<file path="src/rtl/alu_pkg.sv">
// Shared ALU definitions: unit tags (the alu_fun encoding), default width,
// the collector's entry record and a one-hot-to-tag helper.
package alu_pkg;

    localparam int unsigned ALU_OUT_W = 16;
    localparam int unsigned TAG_W     = 2;

    localparam logic [TAG_W-1:0] TAG_ARITH = 2'b00;
    localparam logic [TAG_W-1:0] TAG_LOGIC = 2'b01;
    localparam logic [TAG_W-1:0] TAG_CMP   = 2'b10;
    localparam logic [TAG_W-1:0] TAG_SHIFT = 2'b11;

    typedef struct packed {
        logic [TAG_W-1:0]     tag;
        logic                 carry;
        logic [ALU_OUT_W-1:0] res;
    } entry_t;

    // Valid vector order is {shift, cmp, logic, arith}; caller guarantees one-hot.
    function automatic logic [TAG_W-1:0] onehot_tag(input logic [3:0] vld);
        logic [TAG_W-1:0] tag;
        tag = TAG_ARITH;
        if (vld[1]) tag = TAG_LOGIC;
        if (vld[2]) tag = TAG_CMP;
        if (vld[3]) tag = TAG_SHIFT;
        return tag;
    endfunction

endpackage

</file>
<file path="src/rtl/alu_res_fifo.sv">
// Synchronous DEPTH-entry FIFO with a registered head word; the head reads
// as zero whenever the FIFO is empty.
module alu_res_fifo #(
    parameter int unsigned W     = 19,
    parameter int unsigned DEPTH = 4
) (
    input  logic         clk,
    input  logic         rst,
    input  logic         push_i,
    input  logic [W-1:0] push_data_i,
    input  logic         pop_i,
    output logic [W-1:0] head_o,
    output logic         valid_o,
    output logic         full_o
);

    localparam int unsigned PTR_W = (DEPTH > 1) ? $clog2(DEPTH) : 1;
    localparam int unsigned OCC_W = $clog2(DEPTH + 1);

    logic [W-1:0]     mem_q [DEPTH];
    logic [PTR_W-1:0] rd_q, rd_d, wr_q, wr_d, rd_nxt;
    logic [OCC_W-1:0] occ_q, occ_d;
    logic [W-1:0]     head_q, head_d;
    logic             valid_q, valid_d;
    logic             full_q, full_d;
    logic             do_push, do_pop;

    always_comb begin
        do_pop  = pop_i && valid_q;
        do_push = push_i && (!full_q || do_pop);
        rd_nxt  = rd_q + PTR_W'(1);
        rd_d    = do_pop  ? rd_nxt : rd_q;
        wr_d    = do_push ? (wr_q + PTR_W'(1)) : wr_q;
        occ_d   = occ_q + OCC_W'(do_push) - OCC_W'(do_pop);
        valid_d = (occ_d != '0);
        full_d  = (occ_d == OCC_W'(DEPTH));
        head_d  = head_q;
        // Head follows the next stored entry, or the incoming word if it lands in an empty slot.
        if (do_pop) begin
            if (occ_q >= OCC_W'(2)) begin
                head_d = mem_q[rd_nxt];
            end else if (do_push) begin
                head_d = push_data_i;
            end else begin
                head_d = '0;
            end
        end else if (!valid_q && do_push) begin
            head_d = push_data_i;
        end
    end

    always_ff @(posedge clk) begin
        if (!rst) begin
            rd_q    <= '0;
            wr_q    <= '0;
            occ_q   <= '0;
            head_q  <= '0;
            valid_q <= 1'b0;
            full_q  <= 1'b0;
        end else begin
            rd_q    <= rd_d;
            wr_q    <= wr_d;
            occ_q   <= occ_d;
            head_q  <= head_d;
            valid_q <= valid_d;
            full_q  <= full_d;
        end
    end

    // Storage needs no reset: only entries behind a valid pointer are ever read.
    always_ff @(posedge clk) begin
        if (rst && do_push) begin
            mem_q[wr_q] <= push_data_i;
        end
    end

    assign head_o  = head_q;
    assign valid_o = valid_q;
    assign full_o  = full_q;

endmodule

</file>
<file path="src/rtl/alu_result_collector.sv">
// Collects one-hot execution-unit results, tags them by unit, buffers them in a
// FIFO for a valid/ready consumer and keeps sticky error flags and a push count.
module alu_result_collector
    import alu_pkg::*;
#(
    parameter int unsigned OUT_W = ALU_OUT_W,
    parameter int unsigned DEPTH = 4,
    parameter int unsigned CNT_W = 16
) (
    input  logic             clk,
    input  logic             rst,
    input  logic [OUT_W-1:0] arith_res,
    input  logic             arith_carry,
    input  logic             arith_valid,
    input  logic [OUT_W-1:0] logic_res,
    input  logic [OUT_W-1:0] cmp_res,
    input  logic [OUT_W-1:0] shift_res,
    input  logic             logic_valid,
    input  logic             cmp_valid,
    input  logic             shift_valid,
    output logic [OUT_W-1:0] out_res,
    output logic             out_carry,
    output logic [1:0]       out_tag,
    output logic             out_valid,
    input  logic             out_ready,
    output logic             err_multi,
    output logic             err_ovf,
    input  logic             err_clr,
    output logic [CNT_W-1:0] op_count
);

    typedef struct packed {
        logic [TAG_W-1:0] tag;
        logic             carry;
        logic [OUT_W-1:0] res;
    } ent_t;

    localparam int unsigned ENT_W = $bits(ent_t);

    logic [3:0]       vld;
    logic [2:0]       nvalid;
    logic             one_hot, multi;
    ent_t             ent_in, ent_head;
    logic [ENT_W-1:0] head_raw;
    logic             fifo_valid, fifo_full;
    logic             pop, push_acc, ovf;

    logic             err_multi_q, err_multi_d;
    logic             err_ovf_q, err_ovf_d;
    logic [CNT_W-1:0] cnt_q, cnt_d;

    assign vld     = {shift_valid, cmp_valid, logic_valid, arith_valid};
    assign nvalid  = 3'(vld[0]) + 3'(vld[1]) + 3'(vld[2]) + 3'(vld[3]);
    assign one_hot = (nvalid == 3'd1);
    assign multi   = (nvalid >= 3'd2);

    // Entry formation; carry is meaningful only for the arithmetic unit.
    always_comb begin
        ent_in       = '0;
        ent_in.tag   = onehot_tag(vld);
        ent_in.carry = 1'b0;
        unique case (ent_in.tag)
            TAG_ARITH: begin
                ent_in.res   = arith_res;
                ent_in.carry = arith_carry;
            end
            TAG_LOGIC: ent_in.res = logic_res;
            TAG_CMP:   ent_in.res = cmp_res;
            TAG_SHIFT: ent_in.res = shift_res;
            default:   ent_in.res = '0;
        endcase
    end

    assign pop      = fifo_valid && out_ready;
    assign push_acc = one_hot && (!fifo_full || pop);
    assign ovf      = one_hot && fifo_full && !pop;

    alu_res_fifo #(
        .W     (ENT_W),
        .DEPTH (DEPTH)
    ) u_fifo (
        .clk         (clk),
        .rst         (rst),
        .push_i      (push_acc),
        .push_data_i (ENT_W'(ent_in)),
        .pop_i       (out_ready),
        .head_o      (head_raw),
        .valid_o     (fifo_valid),
        .full_o      (fifo_full)
    );

    // Sticky flags: a set in the same cycle as err_clr wins.
    always_comb begin
        err_multi_d = err_multi_q;
        err_ovf_d   = err_ovf_q;
        cnt_d       = cnt_q;
        if (err_clr) begin
            err_multi_d = 1'b0;
            err_ovf_d   = 1'b0;
        end
        if (multi) err_multi_d = 1'b1;
        if (ovf)   err_ovf_d   = 1'b1;
        if (push_acc) cnt_d = cnt_q + CNT_W'(1);
    end

    always_ff @(posedge clk) begin
        if (!rst) begin
            err_multi_q <= 1'b0;
            err_ovf_q   <= 1'b0;
            cnt_q       <= '0;
        end else begin
            err_multi_q <= err_multi_d;
            err_ovf_q   <= err_ovf_d;
            cnt_q       <= cnt_d;
        end
    end

    assign ent_head  = ent_t'(head_raw);
    assign out_res   = ent_head.res;
    assign out_carry = ent_head.carry;
    assign out_tag   = ent_head.tag;
    assign out_valid = fifo_valid;
    assign err_multi = err_multi_q;
    assign err_ovf   = err_ovf_q;
    assign op_count  = cnt_q;

endmodule

</file>
<file path="config.mk">
export PLATFORM = sky130hd
export DESIGN_NAME = alu_result_collector
export DESIGN_NICKNAME = d
export VERILOG_FILES = /design/src/rtl/alu_pkg.sv /design/src/rtl/alu_res_fifo.sv /design/src/rtl/alu_result_collector.sv
export SDC_FILE = /design/constraint.sdc
export NUM_CORES = 1
export LEC_CHECK = 0
export ABC_CLOCK_PERIOD_IN_PS = 13400
export CAP_MARGIN = 0
export CORE_ASPECT_RATIO = 1.75
export CORE_MARGIN = 1.5
export CORE_UTILIZATION = 40
export DETAILED_ROUTE_END_ITERATION = 8
export PLACE_DENSITY_LB_ADDON = 0.25
export SYNTH_ARGS = -nofsm -noshare
export SYNTH_HDL_FRONTEND = slang
export SYNTH_HIERARCHICAL = 1
export SYNTH_SLANG_ARGS = --single-unit
export TNS_END_PERCENT = 10
</file>
<file path="constraint.sdc">
create_clock -name clk -period 13.4 [get_ports clk]
set_input_delay 1.34 -clock clk [delete_from_list [all_inputs] [get_ports clk]]
set_output_delay 1.34 -clock clk [all_outputs]
set_load 0.02 [all_outputs]
</file>
==> reports/results.tsv <==
metric	value	unit
wire_per_inst	18.6	µm
num_rows	56	
synth-xor-area-share	0.0178	
first_iter_violations	206	
min_period_over_period	0.438	
synthMuxAreaShare	0.0779	
critical_path_required	13.73	ns
grt_pass1_wl	21.3	mm
insertion_delay	0.41	ns
yosys.area_share.adder	0.0329	
netlist_instances	430	
synthSimpleGateAreaFrac	0.0786	
synth_most_common_cell	edfxtp_1	
gp_congestion	0.730	
syn_to_final_growth	34.1	%
critPathKind	primary input to flop	
synthTopCellsByCount	edfxtp_1, o22ai_1, dfxtp_1	
drt_wl_total	13.5	mm
finalSetupViolCount	0	
hold_class	flop to flop	
clkTransAtPathRegs	0.05	ns
tns	0	ns
io_pins	111	
post-dp-hpwl	8.89	mm
synthTopCellsByArea	edfxtp_1, dfxtp_1, mux2i_1	
ir_drop	98.9	µV
antenna_found_initial	0	
cts-buffers-inserted	17	
syn_nets	516	
postCtsHoldBufs	0	
dr.pass1.iters	4	
outcome	completed	
critPathLaunchType	primary input	
layout_min_cycle_time	5.87	ns
synth_largest_area_cell	edfxtp_1	
h-tree-depth	4	
crit_arrival	6.20	ns
finalClockSkew	0.00879	ns
ant_nets	0	
synth_seq_cells	122	
crit_path_max_fanout	36	
fin_nets	623	
yosys.cell_types.count	41	
cts_tree	yes	
leakage	2.54	nW
via_per_inst	5.41	
synth-edff-count	76	
worstSetupEndpointType	flop	
synth_flop_cell	edfxtp_1	
dieArea	0.0142	mm²
synth_top_area_share	0.423	
powerDensity	174	mW/mm²
num_antenna_cells	0	
rsz0062_at_grt	false	
reg2reg_slack	10.33	ns
gr-usage-all-layers	0.198	
grt_max_degree	53	
finalHoldViolCount	0	
nFillCells	1150	
cts.sinks	122	
synth_top_family_by_area	compound AO/OA/AOI/OAI gates	
via_count	3916	
drive_above_1_share	0.0855	
max_freq	0.170	GHz
ys_seq_area_frac	0.593	
cts_setup_buffers	0	
ctsResizeCount	0	
first_global_vias	4129	
syn_area	0.00540	mm²
core_region_area	0.0133	mm²
drv_cap	0	
die_y	157	µm
synth.avg_cell_area	12.6	µm²
synth_compound_area_frac	0.162	
overflow	0	
yosys_warnings	6	
die_x	90.8	µm
synth-async-reset-ratio	0	
worst_pin_slew	1.25	ns
finish.utilization	0.544	
slew_headroom	0.164	
portBuffers	110	
clockBufferDepth	2	
drc_errors	0	
initial_core_util	0.405	
clock-root-buffer	clkbuf_16	
slew_violations	0	
[report_power, final]
part / leakage [nW] / switching, mW / internal [mW]
Sequential: 1.06 / 0.0227 / 0.442
Combinational: 1.18 / 0.171 / 0.143
Clock: 0.301 / 0.155 / 0.325
Total: 2.54 / 0.349 / 0.910
[kinds of logic after synthesis]
logic type               after synthesis
flip-flops                           122
AO/OA/AOI/OAI                        124
buffers and inverters                 45
XOR/XNOR                              11
AND/OR/NAND/NOR                       73
adder cells (fa/ha/maj)               13
multiplexers                          42
[cells in the final DEF (no fill, tap or decap), types with 5 or more instances in the layout]
master,synthesis,layout
clkdlybuf4s50_1,0,109
edfxtp_1,76,76
o22ai_1,51,51
dfxtp_1,46,45
mux2i_1,42,42
o21a_1,22,22
inv_1,19,19
a21oi_1,19,19
clkbuf_16,0,18
nand2_1,17,17
o221a_1,13,13
and2_1,12,12
ha_1,11,11
nand3_1,7,7
and3_1,7,7
o21ai_0,6,6
xnor2_1,6,6
o221a_2,6,6
a21boi_1,5,5
xor2_1,5,5
[registers in the layout, summed over array words and instances, names as in the netlist]
signal          count
err_multi           1
err_ovf             1
op_count           16
u_fifo/full_o       1
u_fifo/head_o      19
u_fifo/mem_q       76
u_fifo/occ_q        3
u_fifo/rd_q         2
u_fifo/valid_o      1
u_fifo/wr_q         2
[area by class of cell]
class                   instances  area [µm²]  area share
inverters                      22        82.6      0.0114
clock inverters                12         169      0.0233
well taps                     174         218      0.0301
repair buffers                111        1100       0.152
multi-input cells             263        2000       0.276
clock buffers                  20         468      0.0646
flip-flops and latches        122        3200       0.443
[worst paths after layout]
path / depth (start not counted) / end / startpoint
worst min register to register: 2 / op_count[15] / op_count[15]
worst min-delay path: 2 / op_count[15] / op_count[15]
worst max-delay path: 18 / u_fifo/full_o / shift_valid
worst max register to register: 11 / u_fifo/full_o / u_fifo/valid_o
[layer usage]
layer  GRT usage  wire length (µm)  up-vias
li1            -                 -     1869
met1       0.202              5000     1920
met2       0.378              7610      113
met3      0.0573               716       14
met4      0.0699               169        0
met5           0                 0        -
[critical path, cell delays in order]
cell and delay [ns]:
clkdlybuf4s50_1 0.43, inv_2 0.49, fa_1 0.53, inv_1 0.07, ha_1 0.17, inv_1 0.05, ha_1 0.27, or3b_1 0.53
nor2_1 0.37, a21boi_1 0.52, inv_1 0.10, ha_1 0.29, inv_1 0.04, ha_1 0.18, fa_1 0.39, xnor2_1 0.15
nand2_1 0.10, nor3_1 0.18
[per-stage QoR]
stage / instance area, µm² / cells / setup WS (ns) / hold slack (ns) / total power [mW]
after floorplan: 5400 / 430 / 8.19 / 0.528 / 0.671
after global placement: 6600 / 692 / 7.30 / 0.458 / 0.778
after detailed placement: 6600 / 692 / 7.13 / 0.479 / 0.787
after CTS: 7240 / 724 / 7.53 / 0.486 / 1.27
after global routing: 7240 / 724 / 7.18 / 0.520 / 1.31
final: 7240 / 724 / 7.53 / 0.483 / 1.26
No activity file was read; power rests on OpenSTA's default activity.
